--- src/rtl/rx_acq_sequencer.sv ---
// Acquisition controller: phase config shadowing, generator gating, settle/capture sequencing
// and a 4-channel frame serializer with valid/ready; frames arriving while the buffer is busy are dropped.
module rx_acq_sequencer #(
  parameter int unsigned SETTLE = 8,
  parameter int unsigned NSAMP  = 64
) (
  input  logic        clock,
  input  logic        reset,
  input  logic        start,
  input  logic        abort,
  input  logic        cfg_we,
  input  logic [1:0]  cfg_addr,
  input  logic [31:0] cfg_data,
  output logic [31:0] phase1,
  output logic [31:0] phase2,
  output logic [31:0] phase3,
  output logic [31:0] phase4,
  output logic        enout,
  input  logic        endata,
  input  logic [11:0] rx1,
  input  logic [11:0] rx2,
  input  logic [11:0] rx3,
  input  logic [11:0] rx4,
  output logic        smp_valid,
  input  logic        smp_ready,
  output logic [1:0]  smp_chan,
  output logic [11:0] smp_data,
  output logic        smp_last,
  output logic        busy,
  output logic        done,
  output logic        overrun
);

  localparam logic [7:0]  SETTLE_C = 8'(SETTLE);
  localparam logic [15:0] NSAMP_C  = 16'(NSAMP);

  typedef enum logic [1:0] {ST_IDLE, ST_SETTLE, ST_CAPTURE, ST_DRAIN} state_t;

  state_t             state_q, state_d;
  logic [3:0][31:0]   shadow_q, shadow_d;
  logic [3:0][31:0]   phase_q, phase_d;
  logic               enout_q, enout_d;
  logic               cap_q, cap_d;
  logic [7:0]         settle_cnt_q, settle_cnt_d;
  logic [15:0]        frame_cnt_q, frame_cnt_d;
  logic               overrun_q, overrun_d;
  logic               done_q, done_d;
  logic [3:0][11:0]   buf_q, buf_d;
  logic               vld_q, vld_d;
  logic [1:0]         chan_q, chan_d;
  logic               last_q, last_d;

  logic hs;
  logic hs_chan3;

  assign hs       = vld_q & smp_ready;
  assign hs_chan3 = hs & (chan_q == 2'd3);

  always_comb begin
    state_d      = state_q;
    shadow_d     = shadow_q;
    phase_d      = phase_q;
    enout_d      = enout_q;
    cap_d        = endata;
    settle_cnt_d = settle_cnt_q;
    frame_cnt_d  = frame_cnt_q;
    overrun_d    = overrun_q;
    done_d       = 1'b0;
    buf_d        = buf_q;
    vld_d        = vld_q;
    chan_d       = chan_q;
    last_d       = last_q;

    if (cfg_we) shadow_d[cfg_addr] = cfg_data;

    if (hs) begin
      if (chan_q == 2'd3) vld_d = 1'b0;
      chan_d = chan_q + 2'd1;
    end

    case (state_q)
      ST_IDLE: begin
        // shadow_d already carries a same-cycle write, so it is part of the copy
        if (start && !abort) begin
          phase_d      = shadow_d;
          enout_d      = 1'b1;
          settle_cnt_d = 8'd0;
          frame_cnt_d  = 16'd0;
          overrun_d    = 1'b0;
          state_d      = ST_SETTLE;
        end
      end
      ST_SETTLE: begin
        if (cap_q) begin
          settle_cnt_d = settle_cnt_q + 8'd1;
          if (settle_cnt_d == SETTLE_C) state_d = ST_CAPTURE;
        end
      end
      ST_CAPTURE: begin
        if (cap_q) begin
          if (!vld_q || hs_chan3) begin
            buf_d[0]    = rx1;
            buf_d[1]    = rx2;
            buf_d[2]    = rx3;
            buf_d[3]    = rx4;
            vld_d       = 1'b1;
            chan_d      = 2'd0;
            frame_cnt_d = frame_cnt_q + 16'd1;
            last_d      = (frame_cnt_d == NSAMP_C);
            if (last_d) begin
              enout_d = 1'b0;
              state_d = ST_DRAIN;
            end
          end else begin
            overrun_d = 1'b1;
          end
        end
      end
      ST_DRAIN: begin
        if (!vld_q) begin
          done_d  = 1'b1;
          state_d = ST_IDLE;
        end
      end
      default: state_d = ST_IDLE;
    endcase

    if (abort && state_q != ST_IDLE) begin
      state_d = ST_IDLE;
      enout_d = 1'b0;
      vld_d   = 1'b0;
      chan_d  = 2'd0;
      last_d  = 1'b0;
      done_d  = 1'b0;
    end
  end

  always_ff @(posedge clock) begin
    if (reset) begin
      state_q      <= ST_IDLE;
      shadow_q     <= '0;
      phase_q      <= '0;
      enout_q      <= 1'b0;
      cap_q        <= 1'b0;
      settle_cnt_q <= 8'd0;
      frame_cnt_q  <= 16'd0;
      overrun_q    <= 1'b0;
      done_q       <= 1'b0;
      buf_q        <= '0;
      vld_q        <= 1'b0;
      chan_q       <= 2'd0;
      last_q       <= 1'b0;
    end else begin
      state_q      <= state_d;
      shadow_q     <= shadow_d;
      phase_q      <= phase_d;
      enout_q      <= enout_d;
      cap_q        <= cap_d;
      settle_cnt_q <= settle_cnt_d;
      frame_cnt_q  <= frame_cnt_d;
      overrun_q    <= overrun_d;
      done_q       <= done_d;
      buf_q        <= buf_d;
      vld_q        <= vld_d;
      chan_q       <= chan_d;
      last_q       <= last_d;
    end
  end

  assign phase1    = phase_q[0];
  assign phase2    = phase_q[1];
  assign phase3    = phase_q[2];
  assign phase4    = phase_q[3];
  assign enout     = enout_q;
  assign smp_valid = vld_q;
  assign smp_chan  = chan_q;
  assign smp_data  = buf_q[chan_q];
  assign smp_last  = vld_q & last_q & (chan_q == 2'd3);
  assign busy      = (state_q != ST_IDLE);
  assign done      = done_q;
  assign overrun   = overrun_q;

endmodule

--- config.mk ---
export PLATFORM = sky130hd
export DESIGN_NAME = rx_acq_sequencer
export DESIGN_NICKNAME = d
export VERILOG_FILES = /design/src/rtl/rx_acq_sequencer.sv
export SDC_FILE = /design/constraint.sdc
export NUM_CORES = 1
export LEC_CHECK = 0
export ABC_AREA = 0
export CAP_MARGIN = 10
export CORE_MARGIN = 2
export CORE_UTILIZATION = 40
export CTS_BUF_LIST = sky130_fd_sc_hd__clkbuf_8
export CTS_CLUSTER_SIZE = 28
export DETAILED_ROUTE_END_ITERATION = 7
export HOLD_SLACK_MARGIN = 0.12
export MAX_ROUTING_LAYER = met4
export PLACE_DENSITY = 0.63
export RECOVER_POWER = 50
export SLEW_MARGIN = 40
export SYNTH_ARGS = -nofsm -noshare
export SYNTH_HDL_FRONTEND = slang
export SYNTH_SLANG_ARGS = --single-unit
--- constraint.sdc ---
create_clock -name clock -period 3.45 [get_ports clock]
set_input_delay 0.69 -clock clock [delete_from_list [all_inputs] [get_ports clock]]
set_output_delay 0.69 -clock clock [all_outputs]
set_load 0.03 [all_outputs]
==> flow_summary.ini, run 1 <==
[worst_setup_path]
cp.arrival_ps = 2500
cp_slowest_stage_delay_ps = 780
endpoint_kind = primary output
path_cells = ha_1 -> and3_1 -> clkdlybuf4s50_1
crit_fanout = 15
critPathSlowestCell = dfxtp_1
cp-start-kind = flip-flop
path_class = reg2out
required_ps = 2760

[floorplanning]
start_util_pct = 40.3
fp.dieH_um = 182
fp.coreArea_mm2 = 0.0313
die_area_mm2 = 0.0330
io-pin-count = 237
die_width_um = 182
rows = 65

[cts]
clock_latency_ps = 570
postCtsSetupBuffers = 0
htree_levels = 2
post_cts_resized = 0
cts_buffers = 55
path_clk_slew_ps = 60
cts.hold.buffers_added = 0
cts.sinks = 338
cts.path.max_buffers = 3
cts_tree = built
cts_root_buf = clkbuf_8

[synthesis]
syn_avg_cell_area_um2 = 9.45
synthesis.nets = 1432
synth_cell_types = 60
synth_area_mm2 = 0.0126
synth_area_leaders = dfxtp_1, mux2i_1, nor2_1
synth-edff-count = 0
syn_inst = 1335
ys.flop_type = dfxtp_1
ys_warn_count = 0
netlist_top_cells_count = dfxtp_1, nor2_1, nand2_1, mux2i_1, a211oi_1
synth.most_common_cell = dfxtp_1
synth_seq_cells = 338
synth_top_cell_by_area = dfxtp_1
synth_seq_area_share_pct = 53.7
netlist.area_leader.share_pct = 53.7
synth-async-reset-ratio_pct = 0

[place]
dpl-instance-area_mm2 = 0.0153
gp_congestion = 0.834
io_buffers = 236
dp_hpwl_um = 19600
post-place-ws_ps = 744

[routing]
num_vias = 9941
drtIter0Drc = 529
wl_met3_um = 2060
viasPerCell = 5.01
met2_length_um = 13600
totalWireLength_um = 30800
drc_errors = 0
antenna_left = 0
drt_first_pass_iters = 4
wl_per_cell_um = 15.6
highest_layer = met4
wl_met1_um = 14600

[power]
power.density_mw_per_mm2 = 629
vdd_ir_drop_max_uv = 395
p_leak_nw = 6.46

[cells_and_area]
area_growth_pct = 29.1
nets = 1639
layout-drive-gt1-share_pct = 7.65
diodes = 0
final_cell_area_mm2 = 0.0163

[sta]
slew_headroom_pct = 8.61
fin_crit_sh_pct = 92.4
drv_slew = 0
setup_ws_ps = 261
max_clock_freq_mhz = 314
fin_worst_skew_ps = 19.3
rsz0062_at_grt = false
setup_tns_ps = 0
setup_viol = 0
worstMarginPinSlew_ps = 1370
final_hold_viol_count = 0
whs_ps = 454
period_minus_slack_ps = 3190

[outcome]
status = completed

[grt]
grt_max_degree = 116
overflow = 0
grt_pass1_vias = 9531
antenna_found_initial = 0
track_usage_pct = 18.8
grt_pass1_wl_um = 49900

[flow_run]
max-cap-violations = 0

[hold_path]
hp-class = reg2reg
## per-stage QoR
step	utilization, %	std cells	total power [W]
3_3_place_gp	48.7	1887	0.00692
2_1_floorplan	-	1335	0.00600
4_1_cts	52.3	1983	0.0104
3_5_place_dp	48.7	1887	0.00696
5_1_grt	52.0	1983	0.0108
6_report	52.0	1983	0.0102
## registers in the layout (all words and copies together), names as in the netlist, 2 cells and up
| signal | flops |
|---|---|
| phase2 | 32 |
| smp_chan | 2 |
| phase3 | 32 |
| shadow_q | 128 |
| settle_cnt_q | 8 |
| buf_q | 48 |
| phase1 | 32 |
| frame_cnt_q | 16 |
| state_q | 2 |
| phase4 | 32 |
## kinds of logic after synthesis
family / synth area share (%)
xor gates and xnor gates: 0.417
adders and majority gates: 0.794
DFF: 53.7
buffers and inverters: 3.60
muxes: 12.5
AOI/OAI and AO/OA: 12.8
and+or+nand+nor: 16.2
## cells in the final DEF (no fill, tap or decap), drive strengths merged, types with 4 or more instances in the layout
| cell | netlist | routed |
|---|---|---|
| xor2 | 4 | 4 |
| nor3 | 18 | 18 |
| clkbuf | 68 | 78 |
| nand4 | 4 | 4 |
| a211oi | 128 | 128 |
| o21ai | 20 | 20 |
| or3 | 4 | 4 |
| nand3 | 14 | 14 |
| dlygate4sd3 | 0 | 25 |
| nor2 | 287 | 287 |
| mux4 | 12 | 12 |
| mux2i | 131 | 131 |
| nand2 | 135 | 135 |
| dfxtp | 338 | 338 |
| buf | 34 | 8 |
| nand3b | 4 | 4 |
| inv | 3 | 24 |
| ha | 8 | 8 |
| clkinv | 1 | 6 |
| a21oi | 80 | 80 |
| clkdlybuf4s50 | 0 | 210 |
## power breakdown
group | internal, W | switching [W] | total, W
clock | 0.00187 | 0.00153 | 0.00340
combinational | 0.000919 | 0.00148 | 0.00240
sequential | 0.00425 | 0.000184 | 0.00444
total | 0.00704 | 0.00319 | 0.0102
## per-layer routing
| metal | vias to the layer above | track usage [%] |
|---|---|---|
| met5 | - | - |
| met4 | 0 | 5.01 |
| met3 | 49 | 5.15 |
| met2 | 236 | 28.3 |
| met1 | 4620 | 25.1 |
| li1 | 5036 | - |
## cell type report
class	count	area [um^2]
Tap cell	402	503
Multi-Input combinational cell	891	5400
Inverter	4	15.0
Sequential cell	338	6770
Fill cell	2902	15000
Clock buffer	69	950
Timing Repair Buffer	252	2490
Clock inverter	27	153
## critical path: cells and delay by family, from the launching register on
family | cells | cell delay, ps
flops | 1 | 780
buf+inv | 1 | 670
simple gates | 1 | 190
fa+ha+maj | 1 | 310
## final timing paths
kind         depth (start not counted)        start               to  slack, ps
max                                  3  smp_chan[1]         smp_last        260
min                                  2    buf_q[25]        buf_q[25]        450
max reg2reg                          8  smp_chan[1]  frame_cnt_q[14]        570
min reg2reg                          2    buf_q[25]        buf_q[25]        450
No activity file was read; power rests on OpenSTA's default activity.
==> run 2, diff against run 1 <==
--- a/config.mk
+++ b/config.mk
@@ -7,6 +7,8 @@
 export LEC_CHECK = 0
 export ABC_AREA = 0
 export CAP_MARGIN = 10
+export CELL_PAD_IN_SITES_DETAIL_PLACEMENT = 1
+export CELL_PAD_IN_SITES_GLOBAL_PLACEMENT = 1
 export CORE_MARGIN = 2
 export CORE_UTILIZATION = 40
 export CTS_BUF_LIST = sky130_fd_sc_hd__clkbuf_8
@@ -14,7 +16,7 @@
 export DETAILED_ROUTE_END_ITERATION = 7
 export HOLD_SLACK_MARGIN = 0.12
 export MAX_ROUTING_LAYER = met4
-export PLACE_DENSITY = 0.63
+export PLACE_DENSITY = 0.88
 export RECOVER_POWER = 50
 export SLEW_MARGIN = 40
 export SYNTH_ARGS = -nofsm -noshare
==> flow_summary.ini, run 2 (synthesis gave the netlist of run 1 again) <==
[worst_setup_path]
required_ps = 3870
critPathSlowestCell = clkbuf_2
crit_fanout = 112
cp_slowest_stage_delay_ps = 1770
endpoint_kind = flip-flop
path_class = in2reg
cp-start-kind = primary input
cp.arrival_ps = 3590
cpMostUsedCell = clkbuf_2
regToRegSetupSlack_ps = 870
path_cells = clkbuf_2 -> clkbuf_2 -> nor2_1

[cells_and_area]
nets = 1641
final_common_cell = dfxtp_1
multiInputGateArea_mm2 = 0.00542
top_regs = shadow_q: 128 flops, buf_q: 48 flops
regArea_mm2 = 0.00677
final_cell_area_mm2 = 0.0165
area_growth_pct = 30.6
top_register = shadow_q
largest_reg_flops = 128
layout-drive-gt1-share_pct = 8.60
nFillCells = 3496
final_cell_mix = dfxtp_1, nor2_1, clkdlybuf4s50_1

[grt]
met2_usage_pct = 38.1
overflow = 0
grt_max_degree = 113
grt_pass1_vias = 11100
track_usage_pct = 22.3
met1_usage_pct = 25.1
grt-busiest-layer = met2
met3_usage_pct = 7.14
grt_pass1_wl_um = 58400
antenna_found_initial = 1

[sta]
max_clock_freq_mhz = 316
rsz0062_at_grt = false
period_minus_slack_ps = 3170
setup_tns_ps = 0
fin_worst_skew_ps = 19.1
drv_slew = 111
final_hold_viol_count = 0
worstMarginPinSlew_ps = 2540
fin_crit_sh_pct = 91.8
slew_headroom_pct = -69.5
setup_viol = 0

[routing]
antenna_left = 0
totalWireLength_um = 36400
viasPerCell = 5.24
drc_errors = 0
drt_first_pass_iters = 4
drtIter0Drc = 517
num_vias = 10400
wl_per_cell_um = 18.3

[cts]
htree_levels = 2
cts_buffers = 56
clock_latency_ps = 590
cts.path.max_buffers = 3
cts_root_buf = clkbuf_8
postCtsSetupBuffers = 0
cts.sinks = 338
cts.hold.buffers_added = 0
path_clk_slew_ps = 60
post_cts_resized = 0
cts_tree = built

[place]
gp_congestion = 0.817
dp_hpwl_um = 23300
io_buffers = 236
dpl-instance-area_mm2 = 0.0153

[floorplanning]
fp.dieH_um = 182
io-pin-count = 237
rows = 65
die_width_um = 182
fp.coreArea_mm2 = 0.0313
start_util_pct = 40.3
die_area_mm2 = 0.0330

[power]
power.density_mw_per_mm2 = 651
vdd_ir_drop_max_uv = 404
p_leak_nw = 6.45

[flow_run]
max-cap-violations = 1

[outcome]
status = finished, violations left
violations = capacitance limit, slew limit

[hold_path]
hp-class = reg2reg
run 2: cell types whose count changed in the layout (fill, tap and decap cells not counted), moves of 4 or more:
cell | previous run | this run
buf_12 | 2 | 6
clkbuf_8 | 69 | 79
clkdlybuf4s50_1 | 210 | 234
dlygate4sd3_1 | 25 | 1
inv_1 | 23 | 13
run 2: report_power, final:
part,switching (W),internal [W]
combinational,0.00157,0.000945
clock,0.00159,0.00216
sequential,0.000192,0.00425
total,0.00336,0.00736
run 2: path summary, 6_finish.rpt:
check / start / endpoint / depth (start not counted)
min: buf_q[14] / buf_q[14] / 2
min reg2reg: buf_q[14] / buf_q[14] / 2
max: reset / shadow_q[127] / 3
max reg2reg: frame_cnt_q[1] / state_q[1] / 8
run 2: metal layers:
layer | wire length [um] | up-vias | part of all wire, %
met5 | 0 | - | 0
met4 | 863 | 0 | 2.4
met3 | 2620 | 68 | 7.2
met2 | 17700 | 237 | 49
met1 | 15200 | 5049 | 42
li1 | - | 5043 | -
run 2: final cells by class:
cell class | instances | share of cell area (%)
flip-flops and latches | 338 | 41.1
well taps | 402 | 3.05
diodes | 1 | 0.0152
clock buffers | 79 | 6.60
inverters | 4 | 0.0912
clock inverters | 16 | 0.752
multi-input cells | 891 | 32.9
repair buffers | 253 | 15.5
run 2: through the flow:
step                utilization [%]  hold slack, ps  std cells  total power [W]  worst slack [ps]
floorplan                         -             427       1335          0.00600              1130
global route                   52.6             471       1984           0.0112               110
global placement               48.8             440       1888          0.00692               813
CTS                            52.6             456       1983           0.0108               261
finish                         52.6             455       1984           0.0107               283
detailed placement             48.8             447       1888          0.00703               699
run 2: critical path: cells and delay by family:
kind	cells	cell delay [ps]
buf+inv	2	2690
simple gates	1	150
==> run 3, diff against run 2 <==
--- a/config.mk
+++ b/config.mk
@@ -15,7 +15,6 @@
 export CTS_CLUSTER_SIZE = 28
 export DETAILED_ROUTE_END_ITERATION = 7
 export HOLD_SLACK_MARGIN = 0.12
-export MAX_ROUTING_LAYER = met4
 export PLACE_DENSITY = 0.88
 export RECOVER_POWER = 50
 export SLEW_MARGIN = 40
==> flow_summary.ini, run 3 (synthesis gave the netlist of run 1 again) <==
[flow_run]
max-cap-violations = 1

[cells_and_area]
final_cell_mix = dfxtp_1, nor2_1, clkdlybuf4s50_1
layout-drive-gt1-share_pct = 8.54
post-route-util_pct = 52.6
largest_reg_flops = 128
top_regs = shadow_q: 128 flops, buf_q: 48 flops
nets = 1641
final_common_cell = dfxtp_1
layout.cells.non_filler = 1983
top_register = shadow_q
diodes = 0
area_growth_pct = 30.5

[floorplanning]
die_area_mm2 = 0.0330
fp.coreArea_mm2 = 0.0313
io-pin-count = 237
fp.dieH_um = 182
rows = 65
die_width_um = 182
start_util_pct = 40.3

[sta]
max_clock_freq_mhz = 317
setup_tns_ps = 0
fin_worst_skew_ps = 22.1
whs_ps = 455
drv_slew = 111
setup_viol = 0
fin_crit_sh_pct = 91.4
period_minus_slack_ps = 3150
slew_headroom_pct = -69.3
rsz0062_at_grt = false
worstMarginPinSlew_ps = 2540
final_hold_viol_count = 0

[power]
comb_power_share_pct = 23.5
total_power_w = 0.0107
seq_power_share_pct = 41.5
vdd_ir_drop_max_uv = 409
clockPowerShare_pct = 35.0
power.density_mw_per_mm2 = 651
power_switching_w = 0.00335
swShare_pct = 31.3
p_leak_nw = 6.45
p_int_w = 0.00736

[grt]
grt_pass1_vias = 11100
antenna_found_initial = 1
grt_max_degree = 113
track_usage_pct = 21.7
grt_pass1_wl_um = 58400
overflow = 0

[cts]
htree_levels = 2
post_cts_resized = 0
postCtsSetupBuffers = 0
path_clk_slew_ps = 60
cts_root_buf = clkbuf_8
cts.path.max_buffers = 3
clock_latency_ps = 590
cts_buffers = 56
cts_tree = built
cts.hold.buffers_added = 0
cts.sinks = 338

[place]
dp_hpwl_um = 23300
io_buffers = 236
gp_congestion = 0.805
dp.cells = 1888

[worst_setup_path]
cp.arrival_ps = 3570
required_ps = 3870
endpoint_kind = flip-flop
crit_fanout = 112
cp-start-kind = primary input
path_class = in2reg

[outcome]
status = finished, violations left
violations = capacitance limit, slew limit

[routing]
totalWireLength_um = 36300
drt_first_pass_iters = 4
num_vias = 10400
antenna_left = 0
viasPerCell = 5.24
drtIter0Drc = 514
wl_per_cell_um = 18.3
drc_errors = 0

[hold_path]
hp-class = reg2reg
[run 3: cell count changes in the layout (fill, tap and decap cells not counted)]
cell	change
diode_2	-1
nor2_1	+1
nor2_4	-1
[run 3: worst paths after layout]
check / end / slack (ps) / cells past startpoint / startpoint
setup / recovery: shadow_q[127] / 300 / 3 / reset
hold / removal: buf_q[14] / 450 / 2 / buf_q[14]
setup reg to reg: state_q[1] / 880 / 8 / frame_cnt_q[1]
hold reg to reg: buf_q[14] / 450 / 2 / buf_q[14]
[run 3: per-stage QoR]
step,worst slack (ps),area (um^2)
2_1_floorplan,1130,12600
3_3_place_gp,813,15300
3_5_place_dp,699,15300
4_1_cts,261,16500
5_1_grt,109,16500
6_report,295,16500
[run 3: per-layer routing]
| layer | vias up | GRT usage [%] | part of all wire [%] |
|---|---|---|---|
| li1 | 5034 | - | - |
| met5 | - | 0 | 0.036 |
| met3 | 67 | 7.22 | 7.3 |
| met2 | 240 | 38.0 | 49 |
| met4 | 2 | 6.63 | 2.3 |
| met1 | 5054 | 25.1 | 42 |
[run 3: cell type report]
cell class                      count  area, um^2
Clock buffer                       79        1090
Fill cell                        3496       14900
Sequential cell                   338        6770
Tap cell                          402         503
Timing Repair Buffer              253        2550
Multi-Input combinational cell    891        5410
Clock inverter                     16         124
Inverter                            4        15.0
[run 3: power groups by stage]
stage | Combinational (W) | Sequential (W) | Clock [W]
3_3_place_gp | 0.00242 | 0.00451 | 0
4_1_cts | 0.00254 | 0.00445 | 0.00386
3_5_place_dp | 0.00250 | 0.00452 | 0
5_1_grt | 0.00272 | 0.00448 | 0.00404
6_report | 0.00251 | 0.00445 | 0.00375
2_1_floorplan | 0.00101 | 0.00499 | 0
[run 3: critical path: stages]
cell and delay [ps]:
clkbuf_2 1770, clkbuf_2 910, nor2_1 150
